[src/rtl/pc_fetch_unit_if.sv]
// Instruction-memory fetch bus between the PC/fetch stage and instruction memory.
// Word-wide read request with a single ack that returns the data.
interface pc_fetch_unit_if #(
  parameter int ADDR_WIDTH = 32
);
  logic                  imem_req;
  logic [ADDR_WIDTH-1:0] imem_addr;
  logic                  imem_ack;
  logic [31:0]           imem_rdata;

  modport master (
    output imem_req,
    output imem_addr,
    input  imem_ack,
    input  imem_rdata
  );

  modport slave (
    input  imem_req,
    input  imem_addr,
    output imem_ack,
    output imem_rdata
  );
endinterface

[src/rtl/pc_fetch_unit.sv]
// Program counter and instruction-fetch stage: fetches one word per request,
// hands it to decode with its sequential PC, and applies branch redirects.
module pc_fetch_unit #(
  parameter int                    ADDR_WIDTH = 32,
  parameter logic [ADDR_WIDTH-1:0] RESET_PC   = '0,
  parameter int unsigned           PC_STEP    = 4
) (
  input  logic                  clk,
  input  logic                  rst,
  input  logic                  branch_taken,
  input  logic [ADDR_WIDTH-1:0] branch_target,
  input  logic                  stall,
  pc_fetch_unit_if.master       imem,
  output logic [31:0]           instr,
  output logic                  instr_valid,
  output logic [ADDR_WIDTH-1:0] pc_addr,
  output logic                  addr_err
);

  typedef enum logic [1:0] {
    BOOT  = 2'd0,
    FETCH = 2'd1,
    VALID = 2'd2
  } state_t;

  state_t                state;
  state_t                state_nxt;
  logic [ADDR_WIDTH-1:0] pc;
  logic [ADDR_WIDTH-1:0] pc_inc;
  logic [ADDR_WIDTH-1:0] redir_addr;
  logic [ADDR_WIDTH-1:0] accept_target;
  logic                  redir_pend;
  logic                  redirect_hit;
  logic                  accept;
  logic                  fetch_done;

  assign pc_inc         = pc + ADDR_WIDTH'(PC_STEP);
  assign accept         = (state == VALID) && !stall;
  assign fetch_done     = (state == FETCH) && imem.imem_ack;
  assign imem.imem_addr = pc;

  always_comb begin
    state_nxt     = state;
    imem.imem_req = 1'b0;
    case (state)
      BOOT:  state_nxt = FETCH;
      FETCH: begin
        imem.imem_req = 1'b1;
        if (imem.imem_ack) state_nxt = VALID;
      end
      VALID: if (!stall) state_nxt = FETCH;
      default: state_nxt = BOOT;
    endcase
  end

  // A strobe on the accepting edge wins over a pending one and bypasses redir_pend.
  always_comb begin
    redirect_hit  = branch_taken || redir_pend;
    accept_target = pc_inc;
    if (branch_taken)    accept_target = branch_target;
    else if (redir_pend) accept_target = redir_addr;
  end

  always_ff @(posedge clk) begin
    if (rst) begin
      state       <= BOOT;
      pc          <= RESET_PC;
      pc_addr     <= RESET_PC;
      instr       <= '0;
      instr_valid <= 1'b0;
      redir_pend  <= 1'b0;
      redir_addr  <= '0;
      addr_err    <= 1'b0;
    end else begin
      state <= state_nxt;

      if (accept) begin
        redir_pend  <= 1'b0;
        pc          <= accept_target;
        instr_valid <= 1'b0;
        if (redirect_hit && (accept_target[1:0] != 2'b00)) addr_err <= 1'b1;
      end else if (branch_taken) begin
        redir_pend <= 1'b1;
        redir_addr <= branch_target;
      end

      if (fetch_done) begin
        instr       <= imem.imem_rdata;
        pc_addr     <= pc_inc;
        instr_valid <= 1'b1;
      end
    end
  end

endmodule

[src/flat_wrapper.sv]
// flat-port wrapper written by rule: the top's interface ports become plain ports
module pc_fetch_unit_flat 
#(
  parameter int                    ADDR_WIDTH = 32,
  parameter logic [ADDR_WIDTH-1:0] RESET_PC   = '0,
  parameter int unsigned           PC_STEP    = 4
)
  (clk, rst, branch_taken, branch_target, stall, instr, instr_valid, pc_addr, addr_err, imem_imem_req, imem_imem_addr, imem_imem_ack, imem_imem_rdata);
  pc_fetch_unit_if #(.ADDR_WIDTH(ADDR_WIDTH)) imem_i ();
  input  logic clk;
  input  logic rst;
  input  logic branch_taken;
  input  logic [ADDR_WIDTH-1:0] branch_target;
  input  logic stall;
  output logic [31:0] instr;
  output logic instr_valid;
  output logic [ADDR_WIDTH-1:0] pc_addr;
  output logic addr_err;
  output wire logic [$bits(imem_i.imem_req)-1:0] imem_imem_req;
  output wire logic [$bits(imem_i.imem_addr)-1:0] imem_imem_addr;
  input wire logic [$bits(imem_i.imem_ack)-1:0] imem_imem_ack;
  input wire logic [$bits(imem_i.imem_rdata)-1:0] imem_imem_rdata;
  assign imem_imem_req = imem_i.imem_req;
  assign imem_imem_addr = imem_i.imem_addr;
  assign imem_i.imem_ack = imem_imem_ack;
  assign imem_i.imem_rdata = imem_imem_rdata;
  pc_fetch_unit #(.ADDR_WIDTH(ADDR_WIDTH), .RESET_PC(RESET_PC), .PC_STEP(PC_STEP)) u_core (.clk(clk), .rst(rst), .branch_taken(branch_taken), .branch_target(branch_target), .stall(stall), .imem(imem_i), .instr(instr), .instr_valid(instr_valid), .pc_addr(pc_addr), .addr_err(addr_err));
endmodule
[config.mk]
export PLATFORM = sky130hd
export DESIGN_NAME = pc_fetch_unit_flat
export DESIGN_NICKNAME = d
export VERILOG_FILES = /design/src/rtl/pc_fetch_unit_if.sv /design/src/rtl/pc_fetch_unit.sv /design/src/flat_wrapper.sv
export SDC_FILE = /design/constraint.sdc
export NUM_CORES = 1
export LEC_CHECK = 0
export CORE_ASPECT_RATIO = 0.8
export CORE_MARGIN = 3
export CORE_UTILIZATION = 44
export DETAILED_ROUTE_END_ITERATION = 10
export PLACE_DENSITY = 0.77
export SYNTH_ARGS = -nofsm -noshare
export SYNTH_HDL_FRONTEND = slang
export SYNTH_SLANG_ARGS = --single-unit
[constraint.sdc]
create_clock -name clk -period 1.9 [get_ports clk]
set_input_delay 0.57 -clock clk [delete_from_list [all_inputs] [get_ports clk]]
set_output_delay 0.57 -clock clk [all_outputs]
set_load 0.05 [all_outputs]
Yosys cells after proc, flatten, opt, wreduce, memory -nomap -nowiden

Index checks and enable logic that the tools add are counted.

Add/subtract/negate cells: 1
Equality and inequality tests: 4
Muxes and demuxes: 8
Bitwise logic cells: 1
Reduce and logical (&&, ||, !) cells: 12

Operator list:

| cell                    | number |
|---|---|
| $mux W32                | 2 |
| $add A32 B3 Y32 const B | 1 |
| $pmux W2 S3             | 1 |
| $reduce_and A2 Y1       | 3 |
| $mux W2                 | 2 |
| $ne A2 B2 Y1 const B    | 2 |
| $reduce_bool A2 Y1      | 2 |
| $logic_and A1 B1 Y1     | 3 |
| $mux W1                 | 3 |
| $eq A2 B1 Y1 const B    | 1 |
| $eq A2 B2 Y1 const B    | 1 |
| $logic_not A2 Y1        | 1 |
| $reduce_or A2 Y1        | 1 |
| $logic_not A1 Y1        | 1 |
| $logic_or A1 B1 Y1      | 1 |
| $not A1 Y1              | 1 |

Bits in registers: 133
Input bits: 69
Output and inout bits: 99
Word-level logic and storage cells: 34

Depth between registers and ports, before layout

Depth after elaboration: 6
Depth in mapped cells: 8
Mapped depth without buffers: 6

Least setup slack after synthesis

No wires, ideal clock.

Kind: flip-flop to flip-flop
Start point: register u_core.pc[5] (netlist: u_core.imem.imem_addr[5])
End point: register u_core.pc_addr[29]
Library setup time: 86 ps
Arrival time: 2235 ps
Data required time: 1814 ps
Slack: -420 ps
Stages on the path, launching flop included: 7
Buffers on the path: 1
Clock period less this slack: 2320 ps
Cells stage by stage: dfxtp_1 > buf_4 > nand3_2 > nor4_2 > nand4_1 > xnor2_1 > a211oi_1

Longest elaborated chain between the ends: 1

RTL lines:

| element                | line                | text |
|---|---|---|
| start, declared        | pc_fetch_unit.sv:28 | `logic [ADDR_WIDTH-1:0] pc;` |
| start signal, assigned | pc_fetch_unit.sv:79 | `pc <= accept_target;` |
| $add A32 B3 Y32        | pc_fetch_unit.sv:37 | `assign pc_inc = pc + ADDR_WIDTH'(PC_STEP);` |
| end signal, assigned   | pc_fetch_unit.sv:89 | `pc_addr <= pc_inc;` |
| end, declared          | pc_fetch_unit.sv:16 | `output logic [ADDR_WIDTH-1:0] pc_addr,` |

Every way passes these cells.
A chain may end at the register's enable or synchronous reset.

Worst setup path after layout

Start point: register u_core.pc[2] (netlist: u_core.imem.imem_addr[2])
End point: register u_core.pc[10] (netlist: u_core.imem.imem_addr[10])

Longest elaborated chain between the ends: 3

RTL lines:

| element         | line                | text |
|---|---|---|
| $add A32 B3 Y32 | pc_fetch_unit.sv:37 |  |
| $mux W32        | pc_fetch_unit.sv:61 | `else if (redir_pend) accept_target = redir_addr;` |
| $mux W32        | pc_fetch_unit.sv:60 | `if (branch_taken) accept_target = branch_target;` |

Every way passes these cells.

==> impl_metrics.csv <==
group,metric,value,unit
grt,grt_pass1_wl,30000,µm
synth,synth_edf_count,0,
routing,top_layer,"met4",
clocking,cts_buffer_depth,2,
setup_path,worstSetupPathType,"reg -> reg",
finish,fillCellCount,1068,
finish,drive_above_1_share,26.7,%
finish,utilization,69.0,%
timing,hold_violations,0,
pwr,p_per_area,864,mW/mm²
setup_path,cp-end-kind,"flop",
synth,synth_top_cell_area_share,44.1,%
routing,routed_via_density,5.42,
floorplanning,die_x,137,µm
finish,area_growth,50.5,%
clocking,cts.clk_slew.worst_paths,0.06,ns
synth,synthArstFlopShare,0,%
routing,avgRoutedWirePerCell,16.4,µm
timing,fmax,0.536,GHz
placed_design,port-buffer-count,167,
synth,ys_types,54,
routing,drt-pass1-iter-count,6,
timing,skew,0.00734,ns
setup_path,crit-reg2reg-launch,"u_core.imem.imem_addr[2]",
setup_path,cp-start-kind,"flop",
synth,synth_area_leaders,"dfxtp_1, nand2_1, a21oi_1",
finish,layout_commonest_cell,"nand2_1",
setup_path,crit_start,"u_core.imem.imem_addr[2]",
placed_design,place_congestion,0.841,
synth,ys_seq_elements,133,
synth,ys_seq_area_share,44.1,%
grt,grtUsageTotal,24.4,%
run,max_cap_violations,0,
timing,slew_viol_final,0,
timing,setup_ws,0.0343,ns
synth,synth_ff_type,"dfxtp_1",
synth,syn_nets,828,
grt,grt_max_degree,56,
floorplanning,fp-row-count,37,
floorplanning,dieArea,0.0152,mm²
clocking,cts_root_buf,"clkbuf_16",
floorplanning,start_util,45.9,%
finish,final_nets,1030,
grt,first_global_vias,5965,
setup_path,crit_required,2.25,ns
routing,met3_length,1290,µm
placed_design,dp.cells,1114,
floorplanning,ioPinCount,168,
timing,relSlewSlack,66.7,%
setup_path,worstPathArrival,2.21,ns
worst_hold_path,worst_hold_path_type,"reg -> reg",
run_status,outcome,"finished, final reports clean",
finish,finalNonFillerCells,1148,
pwr,ir_worst_vdd,669,µV
timing,tightest_slew,0.495,ns
clocking,cts_buffers,17,
setup_path,crit_fanout,5,
clocking,insertion_delay,0.41,ns
clocking,cts_max_level,4,
pwr,p_leak,3.59,nW
floorplanning,die_y,111,µm
placed_design,pre_cts_slack,-0.334,ns
synth,synth_area_per_cell,7.96,µm²
synth,synthCells,758,
worst_hold_path,min_from,"u_core.instr[1]",
routing,wirelength,18800,µm
routing,drt_iter0_markers,702,
routing,route.vias.total,6220,
timing,min_period,1.87,ns
finish,mostFrequentLayoutCells,"nand2_1, buf_4, dfxtp_1, a21oi_1, nor2_1",
routing,m1WireLength,8350,µm
clocking,numClockSinks,133,
timing,finalCritPeriodShare,98.2,%
finish,diodes,0,
placed_design,dp_hpwl,13300,µm
synth,ys.warnings.count,0,
grt,antenna_found_initial,0,
clocking,cts_tree,"done",
synth,netlist_area,0.00603,mm²
grt,overflow,0,
routing,postRouteAntennaNets,0,
routing,met2_wirelength,8870,µm
floorplanning,core-area,0.0131,mm²
routing,drc_errors,0,
timing,setup_viol,0,
clocking,postCtsHoldBufs,0,
synth,synth_area_leader_cell,"dfxtp_1",
-- kinds of logic (layout without fill, tap and decap cells) --
group	count (synthesis)	count (layout)	share of synthesized area (%)
buffers and inverters	74	289	4.98
and+or+nand+nor	300	300	22.5
muxes	17	17	2.88
DFF	133	133	44.1
adders and majority gates	1	1	0.207
AOI/OAI and AO/OA	206	206	21.4
xor gates and xnor gates	27	27	3.92
-- cell usage after synthesis, types with 3 or more instances --
master and instances:
mux2i_1 14, xor2_1 10, nor3_1 10, nor2_1 72, nor2b_1 4, o22ai_1 10, dfxtp_1 133, o21ai_0 27
mux2_2 3, a222oi_1 4, o31ai_1 3, buf_4 5, a2bb2oi_1 3, and4_1 6, or2_2 3, a21o_1 3
xnor2_1 17, inv_1 7, nor4_1 3, clkbuf_1 59, a211oi_1 28, buf_2 3, nand3_1 13, a22oi_1 9
nand4_1 8, a21oi_1 91, a221o_1 8, o32ai_1 3, nand2_1 161, a31oi_1 4
-- registers in the layout, indices dropped and copies added (netlist names) --
name / count
u_core.pc_addr: 32
u_core.redir_addr: 32
u_core.addr_err: 1
u_core.imem.imem_addr: 32
u_core.instr: 32
u_core.redir_pend: 1
u_core.state: 2
u_core.instr_valid: 1
-- metal layers --
| metal | GRT usage, % | up-vias |
|---|---|---|
| li1 | - | 3064 |
| met1 | 32.6 | 2886 |
| met2 | 38.9 | 249 |
| met3 | 6.35 | 21 |
| met4 | 7.18 | 0 |
| met5 | 0 | - |
-- path summary, 6_finish.rpt --
kind / to / slack (ns) / cells past startpoint
hold / removal: u_core.instr[1] / 0.45 / 2
hold reg to reg: u_core.instr[1] / 0.45 / 2
setup / recovery: u_core.imem.imem_addr[10] / 0.03 / 7
setup reg to reg: u_core.imem.imem_addr[10] / 0.03 / 7
-- critical path: stages (launching register included) --
cell,delay (ns)
dfxtp_4,0.37
ha_2,0.18
buf_4,0.14
and4_1,0.28
nand4_1,0.22
o31ai_1,0.36
a22oi_1,0.16
nor2_1,0.10
-- report_power, final --
| group | switching (W) | internal (W) |
|---|---|---|
| Sequential | 0.0000894 | 0.00292 |
| Combinational | 0.000767 | 0.000521 |
| Clock | 0.00124 | 0.00231 |
-- through the flow --
| step | hold slack, ns | area, µm² | setup TNS, ns | power, W |
|---|---|---|---|---|
| 2_1_floorplan | 0.433 | 6110 | -0.0854 | 0.00378 |
| 3_3_place_gp | 0.441 | 8400 | -11.00 | 0.00432 |
| 3_5_place_dp | 0.447 | 8400 | -14.06 | 0.00434 |
| 4_1_cts | 0.445 | 9030 | 0 | 0.00787 |
| 5_1_grt | 0.445 | 9080 | -0.00603 | 0.00811 |
| 6_report | 0.453 | 9080 | 0 | 0.00785 |
-- repair_timing --
action / CTS / global route
resized for setup: 0 / 9
hold endpoints to repair: 0 / 0
buffers inserted: 0 / 2
endpoints found under the setup margin: 0 / 8
-- cell type report --
class                      instances  area (µm²)  area share [%]
tap                              175         219            2.41
sequential                       133        2710            29.9
inverter                           7        26.3           0.289
multi-input combinational        551        3130            34.4
clock inverter                    15         211            2.33
timing repair buffer             250        2360            26.0
clock buffer                      17         425            4.69
(Power assumes the default switching activity.)
